**src/rtl/bcd_pkg.sv**
```systemverilog
// Shared constants for the BCD display path: segment patterns {g,f,e,d,c,b,a}
// (active-high), the scan digit states and the largest legal BCD digit.
package bcd_pkg;

    localparam logic [3:0] BCD_MAX   = 4'd9;

    localparam logic [6:0] SEG_0     = 7'b0111111;
    localparam logic [6:0] SEG_1     = 7'b0000110;
    localparam logic [6:0] SEG_2     = 7'b1011011;
    localparam logic [6:0] SEG_3     = 7'b1001111;
    localparam logic [6:0] SEG_4     = 7'b1100110;
    localparam logic [6:0] SEG_5     = 7'b1101101;
    localparam logic [6:0] SEG_6     = 7'b1111101;
    localparam logic [6:0] SEG_7     = 7'b0000111;
    localparam logic [6:0] SEG_8     = 7'b1111111;
    localparam logic [6:0] SEG_9     = 7'b1101111;
    localparam logic [6:0] SEG_E     = 7'b1111001;
    localparam logic [6:0] SEG_DASH  = 7'b1000000;
    localparam logic [6:0] SEG_BLANK = 7'b0000000;

    typedef enum logic {
        DIG_ONES = 1'b0,
        DIG_TENS = 1'b1
    } digit_t;

endpackage

```
**src/rtl/bcd_to_seg7.sv**
```systemverilog
// Combinational nibble to 7-segment decoder (active-high). force_dash wins over
// everything, then any non-BCD nibble renders as "E".
module bcd_to_seg7
    import bcd_pkg::*;
(
    input  logic [3:0] nibble,
    input  logic       force_dash,
    output logic [6:0] pattern
);

    always_comb begin
        pattern = SEG_BLANK;
        if (force_dash) begin
            pattern = SEG_DASH;
        end else if (nibble > BCD_MAX) begin
            pattern = SEG_E;
        end else begin
            case (nibble)
                4'd0:    pattern = SEG_0;
                4'd1:    pattern = SEG_1;
                4'd2:    pattern = SEG_2;
                4'd3:    pattern = SEG_3;
                4'd4:    pattern = SEG_4;
                4'd5:    pattern = SEG_5;
                4'd6:    pattern = SEG_6;
                4'd7:    pattern = SEG_7;
                4'd8:    pattern = SEG_8;
                4'd9:    pattern = SEG_9;
                default: pattern = SEG_E;
            endcase
        end
    end

endmodule

```
**src/rtl/bcd_sum_display.sv**
```systemverilog
// Captures a 2-digit BCD sum and scans it onto a multiplexed 7-segment display.
// Optional macro BCD_DISP_LZ_BLANK_EN blanks a leading-zero tens digit.
//
// state    | meaning
// DIG_ONES | ones digit (sum_q[3:0]) is being driven
// DIG_TENS | tens digit (sum_q[7:4]) is being driven
module bcd_sum_display
    import bcd_pkg::*;
#(
    parameter int REFRESH_DIV    = 50000,
    parameter bit SEG_ACTIVE_LOW = 1'b0
) (
    input  logic       clk,
    input  logic       rst,
    input  logic       sum_valid,
    input  logic [7:0] sum_in,
    input  logic       in_err,
    output logic [6:0] seg,
    output logic [1:0] an,
    output logic       err
);

    localparam int             CW      = $clog2(REFRESH_DIV);
    localparam logic [CW-1:0]  CNT_TC  = CW'(REFRESH_DIV - 1);
    localparam logic [6:0]     SEG_POL = {7{SEG_ACTIVE_LOW}};
    localparam logic [1:0]     AN_POL  = {2{SEG_ACTIVE_LOW}};

    logic [7:0]    sum_q;
    logic          err_q;
    logic [CW-1:0] cnt;
    logic          tc;
    digit_t        state, state_nxt;
    logic [3:0]    nib;
    logic [6:0]    pattern, seg_nxt;
    logic [1:0]    an_nxt;
    logic          err_nxt;

    assign tc = (cnt == CNT_TC);

    always_ff @(posedge clk or posedge rst) begin
        if (rst) begin
            sum_q <= 8'h00;
            err_q <= 1'b0;
            cnt   <= '0;
            state <= DIG_ONES;
        end else begin
            if (sum_valid) begin
                sum_q <= sum_in;
                err_q <= in_err;
            end
            cnt   <= tc ? '0 : cnt + CW'(1);
            state <= state_nxt;
        end
    end

    always_comb begin
        state_nxt = state;
        nib       = sum_q[3:0];
        an_nxt    = 2'b01;
        case (state)
            DIG_ONES: begin
                if (tc) state_nxt = DIG_TENS;
            end
            DIG_TENS: begin
                nib    = sum_q[7:4];
                an_nxt = 2'b10;
                if (tc) state_nxt = DIG_ONES;
            end
            default: state_nxt = DIG_ONES;
        endcase
    end

    bcd_to_seg7 u_dec (
        .nibble     (nib),
        .force_dash (err_q),
        .pattern    (pattern)
    );

    // err looks at both nibbles so it stays steady across the scan
    always_comb begin
        seg_nxt = pattern;
        err_nxt = err_q | (sum_q[7:4] > BCD_MAX) | (sum_q[3:0] > BCD_MAX);
`ifdef BCD_DISP_LZ_BLANK_EN
        if (state == DIG_TENS && sum_q[7:4] == 4'd0 && !err_q) begin
            an_nxt  = 2'b00;
            seg_nxt = SEG_BLANK;
        end
`endif
    end

    always_ff @(posedge clk or posedge rst) begin
        if (rst) begin
            seg <= SEG_BLANK ^ SEG_POL;
            an  <= 2'b00 ^ AN_POL;
            err <= 1'b0;
        end else begin
            seg <= seg_nxt ^ SEG_POL;
            an  <= an_nxt ^ AN_POL;
            err <= err_nxt;
        end
    end

endmodule

```
**config.mk**
```make
export PLATFORM = sky130hd
export DESIGN_NAME = bcd_sum_display
export DESIGN_NICKNAME = d
export VERILOG_FILES = /design/src/rtl/bcd_pkg.sv /design/src/rtl/bcd_to_seg7.sv /design/src/rtl/bcd_sum_display.sv
export SDC_FILE = /design/constraint.sdc
export NUM_CORES = 1
export LEC_CHECK = 0
export ABC_AREA = 1
export BUFFER_PORTS_ARGS = -buffer_cell sky130_fd_sc_hd__clkbuf_2
export CELL_PAD_IN_SITES_DETAIL_PLACEMENT = 0
export CELL_PAD_IN_SITES_GLOBAL_PLACEMENT = 1
export CORE_MARGIN = 4
export CORE_UTILIZATION = 35
export CTS_CLUSTER_DIAMETER = 40
export CTS_CLUSTER_SIZE = 25
export DETAILED_ROUTE_END_ITERATION = 8
export GPL_TIMING_DRIVEN = 0
export PLACE_DENSITY_LB_ADDON = 0.1
export SYNTH_ARGS = -nofsm -noshare
export SYNTH_HDL_FRONTEND = slang
export SYNTH_SLANG_ARGS = --single-unit
```
**constraint.sdc**
```tcl
create_clock -name clk -period 1.7 [get_ports clk]
set_input_delay 0.34 -clock clk [delete_from_list [all_inputs] [get_ports clk]]
set_output_delay 0.34 -clock clk [all_outputs]
set_load 0.1 [all_outputs]
```
==> results.toml <==
[power]
power.density_nw_per_um2 = 859.7
cellLeakagePower_nw = 1.193
vdd_drop_max_mv = 0.4354
finalPower_mw = 1.910

[synthesis]
synth_area_um2 = 1917
syn-num-nets = 260
yosys_warnings = 0
yosysSeqAreaShare_pct = 47.00
synth.distinct_cells = 22
syn-mean-instance-area_um2 = 7.954
synth.ff_latch_count = 36
netlist_instances = 241

[floorplan]
rows = 26
io_pins = 22
coreArea_um2 = 5205
die-area_um2 = 6725
die_h_um = 82.01
floorplan.initialDensity_pct = 36.83
die_w_um = 82.01

[placement]
place_area_um2 = 2110
pre_cts_ws_ns = -0.3527
dp_cells = 332
io_buffers = 21
hpwl_um = 2988
gp_congestion = 0.8223

[hold_path]
worst_hold_path_type = "primary input to asynchronous set/reset pin"

[routing]
wl_per_cell_um = 11.91
vias = 1522
drc = 0
drt_iter0_drc = 50
viasPerCell = 4.463
drt_first_pass_iters = 4
ant_nets = 0
wl_um = 4062

[clock_network]
cts-root-buf = "clkbuf_8"
cts_tree = "done"
clkSinkCount = 36
path_clk_slew_ns = 0.07
htree_num_levels = 2
ctsLongestPathBuffers = 2
insertion_delay_ns = 0.29
numCtsBuffers = 5

[setup_path]
worstPathArrival_ns = 1.72
crit_path_end_kind = "flop"
critPathTopFamily = "flip-flops"
rrSetupSlack_ns = 0.15
setup.worst_path.class = "flop to flop"
startpoint_type = "flop"
crit_slowest_cell = "dfrtp_2"
path_buf_inv = 2
critPathMaxStageDelay_ns = 0.43
cp_cell_sequence = "buf_6 -> o21ai_4 -> inv_1 -> ha_1 -> nand2_1 -> nand2_1 -> nor2_1 -> nor2_1"
crit_fanout = 10
crit_required_ns = 1.88

[sta]
relSlewSlack_pct = 48.75
tightest_slew_ns = 0.7676
rsz0062_at_grt = "false"
setup_viol = 0
finalSetupTns_ns = 0
slew_violations = 0
finClkSkew_ns = 0.007572
hold_viol_final = 0
period_needed_ns = 1.549
fin_ws_ns = 0.1512
hold_slack_ns = 0.1709
fmax_ghz = 0.6457
fin_crit_sh_pct = 91.11

[global_routing]
grt_usage_pct = 14.25
overflow = 0
first_global_vias = 1541
grt_pass1_wl_um = 7245
grt_max_degree = 37
antenna_found_initial = 0

[finish]
area_growth_pct = 15.93
post-route-util_pct = 42.69
drive_gt1_share_pct = 19.56
fin_cells = 341
fin_nets = 290
stdcell_area_um2 = 2222
antenna_cells = 0
fill_cells = 574

[status]
status = "completed"

[run]
cap_violations = 0
==> layout by cell type (no fill, tap or decap) <==
master	count
a21oi_1	2
buf_4	2
buf_6	1
clkbuf_1	2
clkbuf_2	21
clkbuf_8	5
clkinv_2	1
dfrtp_1	35
dfrtp_2	1
ha_1	7
inv_1	45
inv_2	1
mux2_2	3
nand2_1	59
nand2_2	4
nand3_1	12
nand3_2	1
nand4_1	3
nand4_2	1
nor2_1	33
nor2_2	2
nor2_4	3
nor3_2	1
o211ai_1	1
o21ai_0	14
o21ai_2	4
o21ai_4	2
o21bai_1	1
xor2_1	4
==> what timing repair did <==
item	4_1_cts	5_1_grt
pin swaps	0	1
endpoints found under the hold margin	0	0
setup buffers	0	2
hold buffers	0	0
endpoints found under the setup margin	7	6
gates resized for setup	3	2
==> final timing paths <==
check | from | cells past startpoint | endpoint
worst max-delay path | state | 8 | seg[2]
worst min-delay path | rst | 2 | cnt[1]
worst max register to register | state | 8 | seg[2]
worst min register to register | cnt[0] | 1 | cnt[0]
max in group asynchronous | rst | 2 | state
min in group clk | sum_in[5] | 3 | sum_q[5]
==> power breakdown <==
part	switching, mW	total, mW	internal (mW)
clock	0.304	0.582	0.279
combinational	0.324	0.403	0.0787
sequential	0.0219	0.925	0.903
total	0.650	1.91	1.26
==> cells in the mapped netlist <==
master	n	area (µm²)
nor2_4	3	33.78
nor3_2	1	10.01
nand3_2	1	10.01
nor2_2	2	12.51
nand4_2	1	12.51
o21ai_0	15	75.07
ha_1	7	87.58
mux2_2	3	33.78
xor2_1	4	35.03
nand4_1	3	18.77
nor2_1	33	123.9
inv_1	46	172.7
o21ai_2	5	43.79
dfrtp_1	36	900.9
nand3_1	12	60.06
o211ai_1	1	7.510
a21oi_1	2	10.01
nand2_1	59	221.5
nand2_2	4	25.02
buf_6	1	11.26
clkbuf_1	1	3.750
o21bai_1	1	7.510
==> cell families after synthesis <==
family | synth area share, %
AND/OR/NAND/NOR | 27.55
buffers and inverters | 9.791
flip-flops | 47.00
AO/OA/AOI/OAI | 7.507
adder cells (fa/ha/maj) | 4.569
XOR/XNOR | 1.827
multiplexers | 1.762
==> flip-flops by register name, indices dropped and copies added (netlist names) <==
signal	cells
state	1
cnt	16
seg	7
sum_q	8
err	1
an	2
err_q	1
==> metal layers <==
layer  part of all wire, %  GRT usage, %  wire [µm]
met4                   1.6         5.482         63
met3                   3.5         4.057        141
met5                     0             0          0
met1                    47         17.04       1897
met2                    48         24.07       1960
==> layout make-up <==
| type | instances | area, µm² | share of cell area (%) |
|---|---|---|---|
| repair buffers | 23 | 120.1 | 5.405 |
| multi-input cells | 157 | 847.1 | 38.12 |
| plain buffers | 2 | 15.01 | 0.6757 |
| inverters | 46 | 172.7 | 7.770 |
| clock inverters | 1 | 5.005 | 0.2252 |
| clock buffers | 6 | 72.57 | 3.266 |
| well taps | 70 | 87.58 | 3.941 |
| flip-flops and latches | 36 | 902.1 | 40.60 |
(Power assumes the default switching activity.)
